`config.mk`:
```
export PLATFORM = sky130hd
export DESIGN_NAME = net_arb_ctrl_axil_master
export DESIGN_NICKNAME = d
export VERILOG_FILES = /design/src/rtl/net_arb_ctrl_axil_master.sv
export SDC_FILE = /design/constraint.sdc
export NUM_CORES = 1
export LEC_CHECK = 0
export BUFFER_PORTS_ARGS = -buffer_cell sky130_fd_sc_hd__buf_4
export CORE_ASPECT_RATIO = 0.8
export CORE_MARGIN = 1.5
export CORE_UTILIZATION = 41
export CTS_BUF_LIST = sky130_fd_sc_hd__clkbuf_2
export DETAILED_ROUTE_END_ITERATION = 8
export PLACE_DENSITY = 0.85
export SYNTH_ARGS = -nofsm -noshare
export SYNTH_HDL_FRONTEND = slang
export SYNTH_SLANG_ARGS = --single-unit
```
`constraint.sdc`:
```
create_clock -name clk -period 1.7 [get_ports clk]
set_input_delay 0.34 -clock clk [delete_from_list [all_inputs] [get_ports clk]]
set_output_delay 0.34 -clock clk [all_outputs]
set_load 0.005 [all_outputs]
```
`src/rtl/net_arb_ctrl_axil_master.sv`:
```
// AXI4-Lite initiator: writes the arbiter trust-mode register, reads it back to confirm.
// Ports: cmd_* request, rsp_* completion, cur_trusted mirror, timeout_flag, m_axi_* AXI-Lite master.
module net_arb_ctrl_axil_master #(
  parameter int ADDR_W = 32,
  parameter int DATA_W = 32,
  parameter logic [ADDR_W-1:0] CTRL_ADDR = '0,
  parameter logic [DATA_W-1:0] TRUST_VAL = {{(DATA_W-1){1'b0}}, 1'b1},
  parameter logic [DATA_W-1:0] UNTRUST_VAL = '0,
  parameter int TIMEOUT = 255
) (
  input  logic              clk,
  input  logic              resetn,
  input  logic              cmd_valid,
  output logic              cmd_ready,
  input  logic              cmd_trusted,
  output logic              rsp_valid,
  output logic [1:0]        rsp_code,
  output logic              cur_trusted,
  output logic              timeout_flag,
  output logic [ADDR_W-1:0] m_axi_awaddr,
  output logic [2:0]        m_axi_awprot,
  output logic              m_axi_awvalid,
  input  logic              m_axi_awready,
  output logic [DATA_W-1:0] m_axi_wdata,
  output logic [DATA_W/8-1:0] m_axi_wstrb,
  output logic              m_axi_wvalid,
  input  logic              m_axi_wready,
  input  logic [1:0]        m_axi_bresp,
  input  logic              m_axi_bvalid,
  output logic              m_axi_bready,
  output logic [ADDR_W-1:0] m_axi_araddr,
  output logic [2:0]        m_axi_arprot,
  output logic              m_axi_arvalid,
  input  logic              m_axi_arready,
  input  logic [DATA_W-1:0] m_axi_rdata,
  input  logic [1:0]        m_axi_rresp,
  input  logic              m_axi_rvalid,
  output logic              m_axi_rready
);

  typedef enum logic [2:0] {
    IDLE, WR, WAIT_B, RD, WAIT_R, DONE
  } state_t;

  localparam logic [7:0] TO_MAX = 8'(TIMEOUT);

  state_t            state, state_n;
  logic [1:0]        code, code_n;
  logic              cmd_t;
  logic [DATA_W-1:0] wdata_q;
  logic              aw_done, w_done;
  logic [7:0]        cnt, cnt_inc;
  logic              to_flag;
  logic              cur_t;
  logic              wait_st;

  assign cnt_inc = cnt + 8'd1;
  assign wait_st = (state == WR) || (state == WAIT_B) ||
                   (state == RD) || (state == WAIT_R);

  assign m_axi_awaddr = CTRL_ADDR;
  assign m_axi_awprot = 3'b000;
  assign m_axi_wdata  = wdata_q;
  assign m_axi_wstrb  = '1;
  assign m_axi_araddr = CTRL_ADDR;
  assign m_axi_arprot = 3'b000;
  assign rsp_code     = code;
  assign cur_trusted  = cur_t;
  assign timeout_flag = to_flag;

  always_comb begin
    state_n       = state;
    code_n        = code;
    cmd_ready     = 1'b0;
    m_axi_awvalid = 1'b0;
    m_axi_wvalid  = 1'b0;
    m_axi_bready  = 1'b0;
    m_axi_arvalid = 1'b0;
    m_axi_rready  = 1'b0;
    rsp_valid     = 1'b0;
    unique case (state)
      IDLE: begin
        cmd_ready = 1'b1;
        if (cmd_valid) begin
          code_n  = 2'd0;
          state_n = WR;
        end
      end
      WR: begin
        // each channel's valid drops on its own once accepted
        m_axi_awvalid = !aw_done;
        m_axi_wvalid  = !w_done;
        if ((aw_done || m_axi_awready) && (w_done || m_axi_wready))
          state_n = WAIT_B;
      end
      WAIT_B: begin
        m_axi_bready = 1'b1;
        if (m_axi_bvalid) begin
          if (m_axi_bresp != 2'b00) begin
            code_n  = 2'd1;
            state_n = DONE;
          end else begin
            state_n = RD;
          end
        end
      end
      RD: begin
        m_axi_arvalid = 1'b1;
        if (m_axi_arready) state_n = WAIT_R;
      end
      WAIT_R: begin
        m_axi_rready = 1'b1;
        if (m_axi_rvalid) begin
          if (m_axi_rresp != 2'b00) code_n = 2'd1;
          else if (m_axi_rdata != wdata_q) code_n = 2'd2;
          else if (to_flag) code_n = 2'd3;
          else code_n = 2'd0;
          state_n = DONE;
        end
      end
      DONE: begin
        rsp_valid = 1'b1;
        state_n   = IDLE;
      end
      default: state_n = IDLE;
    endcase
  end

  always_ff @(posedge clk) begin
    if (!resetn) begin
      state   <= IDLE;
      code    <= 2'd0;
      cmd_t   <= 1'b1;
      wdata_q <= '0;
      aw_done <= 1'b0;
      w_done  <= 1'b0;
      cnt     <= 8'd0;
      to_flag <= 1'b0;
      cur_t   <= 1'b1;
    end else begin
      state <= state_n;
      code  <= code_n;
      if (state == IDLE && cmd_valid) begin
        cmd_t   <= cmd_trusted;
        wdata_q <= cmd_trusted ? TRUST_VAL : UNTRUST_VAL;
      end
      if (state != WR) begin
        aw_done <= 1'b0;
        w_done  <= 1'b0;
      end else begin
        if (m_axi_awvalid && m_axi_awready) aw_done <= 1'b1;
        if (m_axi_wvalid && m_axi_wready) w_done <= 1'b1;
      end
      // stall counter restarts on every state change, saturates at TO_MAX
      if (state != state_n) cnt <= 8'd0;
      else if (wait_st && cnt != TO_MAX) cnt <= cnt_inc;
      if (state == IDLE) to_flag <= 1'b0;
      else if (wait_st && state == state_n && cnt != TO_MAX && cnt_inc == TO_MAX)
        to_flag <= 1'b1;
      if (state == DONE && (code == 2'd0 || code == 2'd3)) cur_t <= cmd_t;
    end
  end

endmodule

```
==> results of run 1 <==
synthesized netlist by cell type (4+ instances only):
library cell | count | share of area, %
nor4_1 | 9 | 2.8
dfxtp_1 | 19 | 19
nand3_1 | 8 | 2.0
buf_4 | 107 | 40
nor3_1 | 8 | 2.0
nor2_1 | 12 | 2.2
xnor2_1 | 4 | 1.7
nand2_1 | 14 | 2.6
routing by layer:
layer / vias to the layer above / track usage [%]
met5: - / 0
met1: 775 / 18.44
met3: 10 / 3.448
met4: 0 / 3.178
li1: 806 / -
met2: 75 / 25.93
kinds of logic after synthesis:
| group | Yosys count | share of synthesized area (%) |
|---|---|---|
| buffers and inverters | 115 | 41.32 |
| adder cells (fa/ha/maj) | 2 | 1.235 |
| AO/OA/AOI/OAI | 30 | 13.16 |
| flip-flops | 19 | 18.78 |
| AND/OR/NAND/NOR | 75 | 21.12 |
| other | 2 | 0.3707 |
| multiplexers | 2 | 0.9883 |
| XOR/XNOR | 7 | 3.027 |
metrics by stage:
stage	setup slack, ps	setup TNS, ps	util, %	hold WS [ps]
2_1_floorplan	157.8	0	-	439.7
3_3_place_gp	88.14	0	46.10	454.0
3_5_place_dp	-32.90	-32.90	46.10	483.1
4_1_cts	-101.4	-257.2	48.40	229.6
5_1_grt	-128.5	-387.7	51.34	239.6
6_report	-80.42	-144.1	51.34	227.9
path summary, 6_finish.rpt:
| check | slack (ps) | cells past startpoint | end |
|---|---|---|---|
| hold / removal | 230 | 3 | aw_done$_SDFFE_PP0P_ |
| setup reg to reg | 20 | 7 | timeout_flag$_SDFFE_PP0P_ |
| setup / recovery | -80 | 4 | m_axi_awvalid |
| hold reg to reg | 510 | 2 | cmd_t$_SDFFE_PN1P_ |
placed cells by master (no fill, tap or decap), types with 2 or more instances in the layout:
master and count:
buf_6 5, ha_1 2, mux2i_1 2, nand3b_1 2
o21a_1 2, nand3_1 7, o2111ai_1 2, nor2_1 8
xor2_1 3, nand2_1 14, clkbuf_2 4, a211oi_2 2
o22a_1 2, buf_4 73, a21oi_1 3, nor3_1 8
a211oi_1 2, and2_4 3, o21ai_0 3, nor3b_1 2
nand4_1 3, o21ai_1 2, dfxtp_1 16, nor4b_2 2
nor4_1 9, o221a_1 2, xnor2_1 4, conb_1 105
or3_1 2, nor2_2 3, inv_1 2, dfxtp_4 2
final cells by class:
class	count	area [um2]
sequential	19	389.1
tap	60	75.07
multi-input combinational	221	1277
clock buffer	4	20.02
timing repair buffer	79	624.3
fill	442	2277
inverter	3	16.27
power breakdown:
part	internal (mW)	switching [mW]	total, mW
clock	0.0623	0.145	0.207
combinational	0.212	0.214	0.426
sequential	0.463	0.0224	0.485
total	0.737	0.381	1.12
worst reg2reg max path, stage by stage (launching register included):
cell       delay [ps]
dfxtp_4           390
buf_4             130
buf_4             140
nand4bb_4         200
a21bo_1           240
o32ai_4           110
buf_12            150
o31ai_1           230
repair_timing:
action                     4_1_cts  5_1_grt
buffers inserted                 6        9
pin swaps                        3        4
gates resized for setup         15       14
setup endpoints to repair       11       15
==> results.toml, run 1 <==
[cells_and_area]
stdcell_count = 386
diodes = 0
layout.nets = 374
design_area_mm2 = 0.002402
syn_to_final_growth_pct = 18.59
drive_gt1_share_pct = 32.82
top_register = "cnt"
largest_register_ffs = 8

[drt]
routed.top_layer = "met4"
wl_met1_um = 1858
vias = 1666
wire_per_inst_um = 11.85
drtAntennaViolNets = 0
drt_iter0_markers = 51
routed_wl_um = 4576
vias_per_cell = 4.316
wl_met2_um = 2395
met3WireLength_um = 268
drc = 0
firstDrtPassIters = 4

[worst_hold_path]
hold_start = "m_axi_awready"
hold_class = "in2reg"

[setup_path]
crit_family = "simple AND/OR/NAND/NOR gates"
worst_ep_arrival_time_ps = 1440
setup.worst_path.start = "state[1]$_SDFF_PN0_"
crit_buf_inv = 2
slowest_stage = "or3b_4"
worstPathCellList = "buf_6, or3b_4, nor2_1, buf_4"
r2r_start = "state[2]$_SDFF_PN0_"
slowest_delay_ps = 410
end_kind = "output port"
startpoint_type = "flip-flop"
critPathRequiredTime_ps = 1360
worst-setup-path-type = "reg2out"
worstPathMaxFanout = 3

[run_status]
outcome = "complete, but fails checks"
violations = "setup timing"

[yosys]
ys_types = 48
syn-instance-count = 252
async_flop_share_pct = 0
yosys_warnings = 0
syn_avg_cell_area_um2 = 8.038
synth_edf_count = 0
ys_ff_latch = 19
netlist_area_mm2 = 0.002026
ys_seq_area_share_pct = 18.78
synth_flop_cell = "dfxtp_1"

[power_and_ir_drop]
ir_drop_v = 0.0004278
power_density_mw_per_mm2 = 465.6
p_leak_nw = 1.186
finalPower_mw = 1.119

[clocking]
cts_buffers = 3
hold_buffers = 0
cts_tree = "built"
cts.sink_count = 19
cts_root_buffer = "clkbuf_2"
cts_buffer_depth = 2
clk_latency_ps = 320
cts.clk_slew.worst_paths_ps = 190
htree_num_levels = 1

[floorplan]
fp.dieW_um = 81.59
num_rows = 22
start_util_pct = 43.29
die-height_um = 65.87
dieArea_mm2 = 0.005374
core-area_mm2 = 0.004679
io_pins = 162

[sta]
min_period_ps = 1780
setup_viol = 3
rsz0062_at_grt = "yes"
worst_slack_ps = -80.42
drv_slew = 0
fin_skew_ps = 9.155
post-route-period-util_pct = 104.7
hold_viol_final = 0
fmax_mhz = 561.7

[placement]
place_area_mm2 = 0.002157
io_buffers = 56
dp.cells = 369
place_hpwl_um = 3406
place_congestion = 0.8594

[global_routing]
grt_pass1_vias = 1347
grt_first_pass_wirelength_um = 6168
grt_usage_pct = 14.84
grt_overflow = 0
antenna_found_initial = 0
grt_max_degree = 13

[run]
drv_cap = 0
No activity file was read; power rests on OpenSTA's default activity.
==> run 2: changes to the inputs <==
--- a/config.mk
+++ b/config.mk
@@ -7,11 +7,11 @@
 export LEC_CHECK = 0
 export BUFFER_PORTS_ARGS = -buffer_cell sky130_fd_sc_hd__buf_4
 export CORE_ASPECT_RATIO = 0.8
-export CORE_MARGIN = 1.5
+export CORE_MARGIN = 1
 export CORE_UTILIZATION = 41
 export CTS_BUF_LIST = sky130_fd_sc_hd__clkbuf_2
 export DETAILED_ROUTE_END_ITERATION = 8
-export PLACE_DENSITY = 0.85
+export PLACE_DENSITY = 0.84
 export SYNTH_ARGS = -nofsm -noshare
 export SYNTH_HDL_FRONTEND = slang
 export SYNTH_SLANG_ARGS = --single-unit
==> run 2 against run 1 <==
Clock skew is 1.2 ps lower. Core utilization is 0.11 points lower. The flow still finishes with violations (setup timing). Cell area is 0.21% lower. Wire length is 4.7% lower. Largest power group unchanged. Total power is 0.11% lower. Critical path type unchanged. Register-to-register slack better by 30 ps. Clock-buffer cell count stayed put. Critical path depth stayed put. Sequential cell count stayed put. Sequential power is 1% lower. Global-route usage is 0.85 points higher.
==> results.toml, run 2 (synthesis results as in run 1) <==
[cells_and_area]
final_common_cell = "conb_1"
stdcell_count = 387
top_register = "cnt"
diodes = 0
design_area_mm2 = 0.002397
layout.nets = 375
fin_util_pct = 51.23
syn_to_final_growth_pct = 18.34
largest_register_ffs = 8
final_cell_mix = "conb_1, buf_4, dfxtp_1, nand2_1"
drive_gt1_share_pct = 33.03

[floorplan]
die-height_um = 64.87
num_rows = 22
io_pins = 162
fp.dieW_um = 80.59
dieArea_mm2 = 0.005228
start_util_pct = 43.29
core-area_mm2 = 0.004679

[sta]
rsz0062_at_grt = "yes"
setup_viol = 5
holdWs_ps = 236.7
fin_skew_ps = 7.907
post-route-period-util_pct = 105.3
min_period_ps = 1791
fmax_mhz = 558.4
tns_ps = -264.8
drv_slew = 0
hold_viol_final = 0
worst_slack_ps = -90.73

[setup_path]
crit_family = "simple AND/OR/NAND/NOR gates"
end_kind = "output port"
r2r_setup_slack_ps = 50
startpoint_type = "flip-flop"
worstPathCellList = "buf_6, or3b_4, nor2_2, buf_4"
crit_buf_inv = 2
slowest_delay_ps = 410
worst_ep_arrival_time_ps = 1450
cp.depth = 4
worstRegToRegCells = 7
slowest_stage = "dfxtp_4"
critPathRequiredTime_ps = 1360
worst-setup-path-type = "reg2out"
worstPathMaxFanout = 7

[placement]
place_hpwl_um = 3282
place_area_mm2 = 0.002172
place_congestion = 0.8071
dp_slack_ps = 5.996
dp.cells = 371
io_buffers = 56

[power_and_ir_drop]
ir_drop_v = 0.0004640
power_density_mw_per_mm2 = 466.1
finalPower_mw = 1.117
p_leak_nw = 1.158

[clocking]
cts_buffers = 3
clk_latency_ps = 310
cts_root_buffer = "clkbuf_2"
cts.sink_count = 19
cts_tree = "built"
cts.clk_slew.worst_paths_ps = 180
cts_buffer_depth = 2
htree_num_levels = 1
hold_buffers = 0

[run_status]
outcome = "complete, but fails checks"
violations = "setup timing"

[drt]
drtAntennaViolNets = 0
drt_iter0_markers = 61
drc = 0
vias = 1675
firstDrtPassIters = 4
wire_per_inst_um = 11.27
vias_per_cell = 4.328
routed_wl_um = 4361

[global_routing]
grt_overflow = 0
grt_usage_pct = 15.69
grt_pass1_vias = 1375
grt_max_degree = 13
grt_first_pass_wirelength_um = 6451
antenna_found_initial = 0

[worst_hold_path]
hold_class = "in2reg"
min_path_cells = 3

[run]
drv_cap = 0
-- run 2: layout make-up --
cell class | count | area [um2]
well taps | 60 | 75.07
repair buffers | 80 | 630.6
multi-input cells | 221 | 1266
inverters | 3 | 16.27
flip-flops and latches | 19 | 389.1
clock buffers | 4 | 20.02
fillers | 442 | 2282
-- run 2: tightest hold or removal path: cells and delay by family --
family	cells	cell delay, ps
AND/OR/NAND/NOR	2	110
buffers and inverters	1	80
-- run 2: power breakdown --
group	internal, mW	switching [mW]
registers	0.463	0.0161
clock network	0.0623	0.141
logic	0.217	0.219
total	0.742	0.376
-- run 2: layer usage --
layer  track usage, %  up-vias  routed length, um
met1            19.92      776               1780
met3            2.676        4                302
met4            3.125        0                 33
li1                 -      803                  -
met2            27.65       92               2245
met5                0        -                  0
-- run 2: path summary, 6_finish.rpt --
check	start	end
worst max-delay path	state[2]$_SDFF_PN0_	m_axi_awvalid
worst min register to register	cmd_t$_SDFFE_PN1P_	cmd_t$_SDFFE_PN1P_
worst max register to register	state[0]$_SDFF_PN0_	timeout_flag$_SDFFE_PP0P_
worst min-delay path	m_axi_wready	w_done$_SDFFE_PP0P_
-- run 2: what timing repair did --
action | CTS | global route
gates resized for setup | 16 | 16
setup buffers | 7 | 5
endpoints found under the setup margin | 10 | 11
pin swaps | 2 | 8
==> run 3: changes to the inputs <==
==> constraint.sdc (replaced) <==
create_clock -name clk -period 1.7 [get_ports clk]
set_input_delay 0.17 -clock clk [delete_from_list [all_inputs] [get_ports clk]]
set_output_delay 0.17 -clock clk [all_outputs]
set_load 0.005 [all_outputs]
==> run 3 against run 2 <==
Non-clock buffer count down 10. Wire length decreased by 7.5%. Cell area shrank 5.7%. Combinational power fell by 11%. Global-route usage is 1.1 points lower. The run now ends clean. Core utilization down 2.9 points. Sequential share of layout area grew 0.98 points. Critical path depth unchanged. Clock skew shrank 1.5 ps. Hold slack lost 160 ps. Final cell count shrank 2.6%. Maximum frequency is 9.4% higher.
==> results.toml, run 3 (synthesis results as in run 1) <==
[run_status]
outcome = "finished, final reports clean"

[cells_and_area]
final_common_cell = "conb_1"
stdcell_count = 377
diodes = 0
layout.nets = 365
largest_register_ffs = 8
top_register = "cnt"
drive_gt1_share_pct = 28.71
syn_to_final_growth_pct = 11.61
final_cell_mix = "conb_1, buf_4, dfxtp_1, nand2_1, nor2_1"
design_area_mm2 = 0.002261

[floorplan]
start_util_pct = 43.29
dieArea_mm2 = 0.005228
fp.dieW_um = 80.59
io_pins = 162
num_rows = 22
die-height_um = 64.87
core-area_mm2 = 0.004679

[drt]
firstDrtPassIters = 4
wire_per_inst_um = 10.71
routed_wl_um = 4036
drt_iter0_markers = 42
vias = 1623
drc = 0
drtAntennaViolNets = 0
vias_per_cell = 4.305

[sta]
rsz0062_at_grt = "yes"
drv_slew = 0
worst_slack_ps = 63.16
setup_viol = 0
hold_viol_final = 0
tns_ps = 0
min_period_ps = 1637
fin_skew_ps = 6.420
post-route-period-util_pct = 96.28
fmax_mhz = 610.9

[clocking]
cts_root_buffer = "clkbuf_2"
cts.clk_slew.worst_paths_ps = 170
htree_num_levels = 1
cts_buffers = 3
cts_tree = "built"
clk_latency_ps = 310
cts_buffer_depth = 2
cts.sink_count = 19

[power_and_ir_drop]
ir_drop_v = 0.0005264
power_density_mw_per_mm2 = 470.7
power_switching_mw = 0.3492
intPower_mw = 0.7151
p_leak_nw = 1.113
power_frac_comb_pct = 36.5
pwr-share-clk_pct = 18.3
seq_power_share_pct = 45.3
swShare_pct = 32.81

[global_routing]
grt_util_met3_pct = 4.225
antenna_found_initial = 0
use_met2_pct = 25.00
use_met1_pct = 18.24
grt_usage_pct = 14.62
grt_max_degree = 13
top_usage_layer = "met2"
grt_pass1_vias = 1338
grt_first_pass_wirelength_um = 5982
grt_overflow = 0

[worst_hold_path]
hold_class = "in2reg"

[run]
drv_cap = 0

[setup_path]
end_kind = "output port"
worst_ep_arrival_time_ps = 1470
worstPathMaxFanout = 6
worst-setup-path-type = "reg2out"
critPathRequiredTime_ps = 1530
startpoint_type = "flip-flop"

[placement]
dp.cells = 370
place_area_mm2 = 0.002165
place_congestion = 0.8405
dp_slack_ps = 51.76
place_hpwl_um = 3282
io_buffers = 56
run 3: per-stage QoR:
stage | utilization [%] | hold WS, ps | total power [mW]
after global placement | 46.26 | 398.3 | 0.8395
after global routing | 48.32 | 78.06 | 1.134
after floorplan | - | 299.4 | 0.8604
after detailed placement | 46.26 | 405.5 | 0.8486
final | 48.32 | 72.85 | 1.064
after CTS | 46.90 | 66.58 | 1.046
run 3: worst max-delay path: stages, from the launching register on:
cell and delay, ps:
dfxtp_4 390, or3_4 440, inv_2 100, buf_4 130, buf_4 100
run 3: layout make-up:
type	count	area, um2
sequential	19	389.1
clock buffer	4	20.02
multi-input combinational	221	1232
timing repair buffer	70	533.0
tap	60	75.07
fill	445	2419
inverter	3	11.26
run 3: what timing repair did:
| item | in CTS | in global routing |
|---|---|---|
| cloned | 0 | 0 |
| hold buffers | 0 | 0 |
| endpoints found under the setup margin | 3 | 11 |
| buffers inserted | 0 | 3 |
| pin swaps | 0 | 2 |
| gates resized for setup | 4 | 11 |
run 3: power by group through the flow:
stage	logic, mW	registers (mW)	clock network [mW]
2_1_floorplan	0.376	0.485	0
3_3_place_gp	0.350	0.490	0
3_5_place_dp	0.357	0.492	0
4_1_cts	0.362	0.483	0.201
5_1_grt	0.433	0.486	0.215
6_report	0.388	0.482	0.194
run 3: worst paths after layout:
kind / start / end / slack, ps / cells past startpoint
worst max-delay path: state[1]$_SDFF_PN0_ / cmd_ready / 60 / 4
worst max register to register: state[0]$_SDFF_PN0_ / cnt[5]$_SDFFE_PP0P_ / 130 / 5
worst min-delay path: m_axi_wready / w_done$_SDFFE_PP0P_ / 70 / 3
worst min register to register: cmd_t$_SDFFE_PN1P_ / cmd_t$_SDFFE_PN1P_ / 490 / 2
run 3: layer usage:
layer  routed length (um)  part of all wire [%]
met2                 2010                    50
met1                 1656                    41
met3                  329                   8.2
met5                    0                     0
met4                   40                  0.99
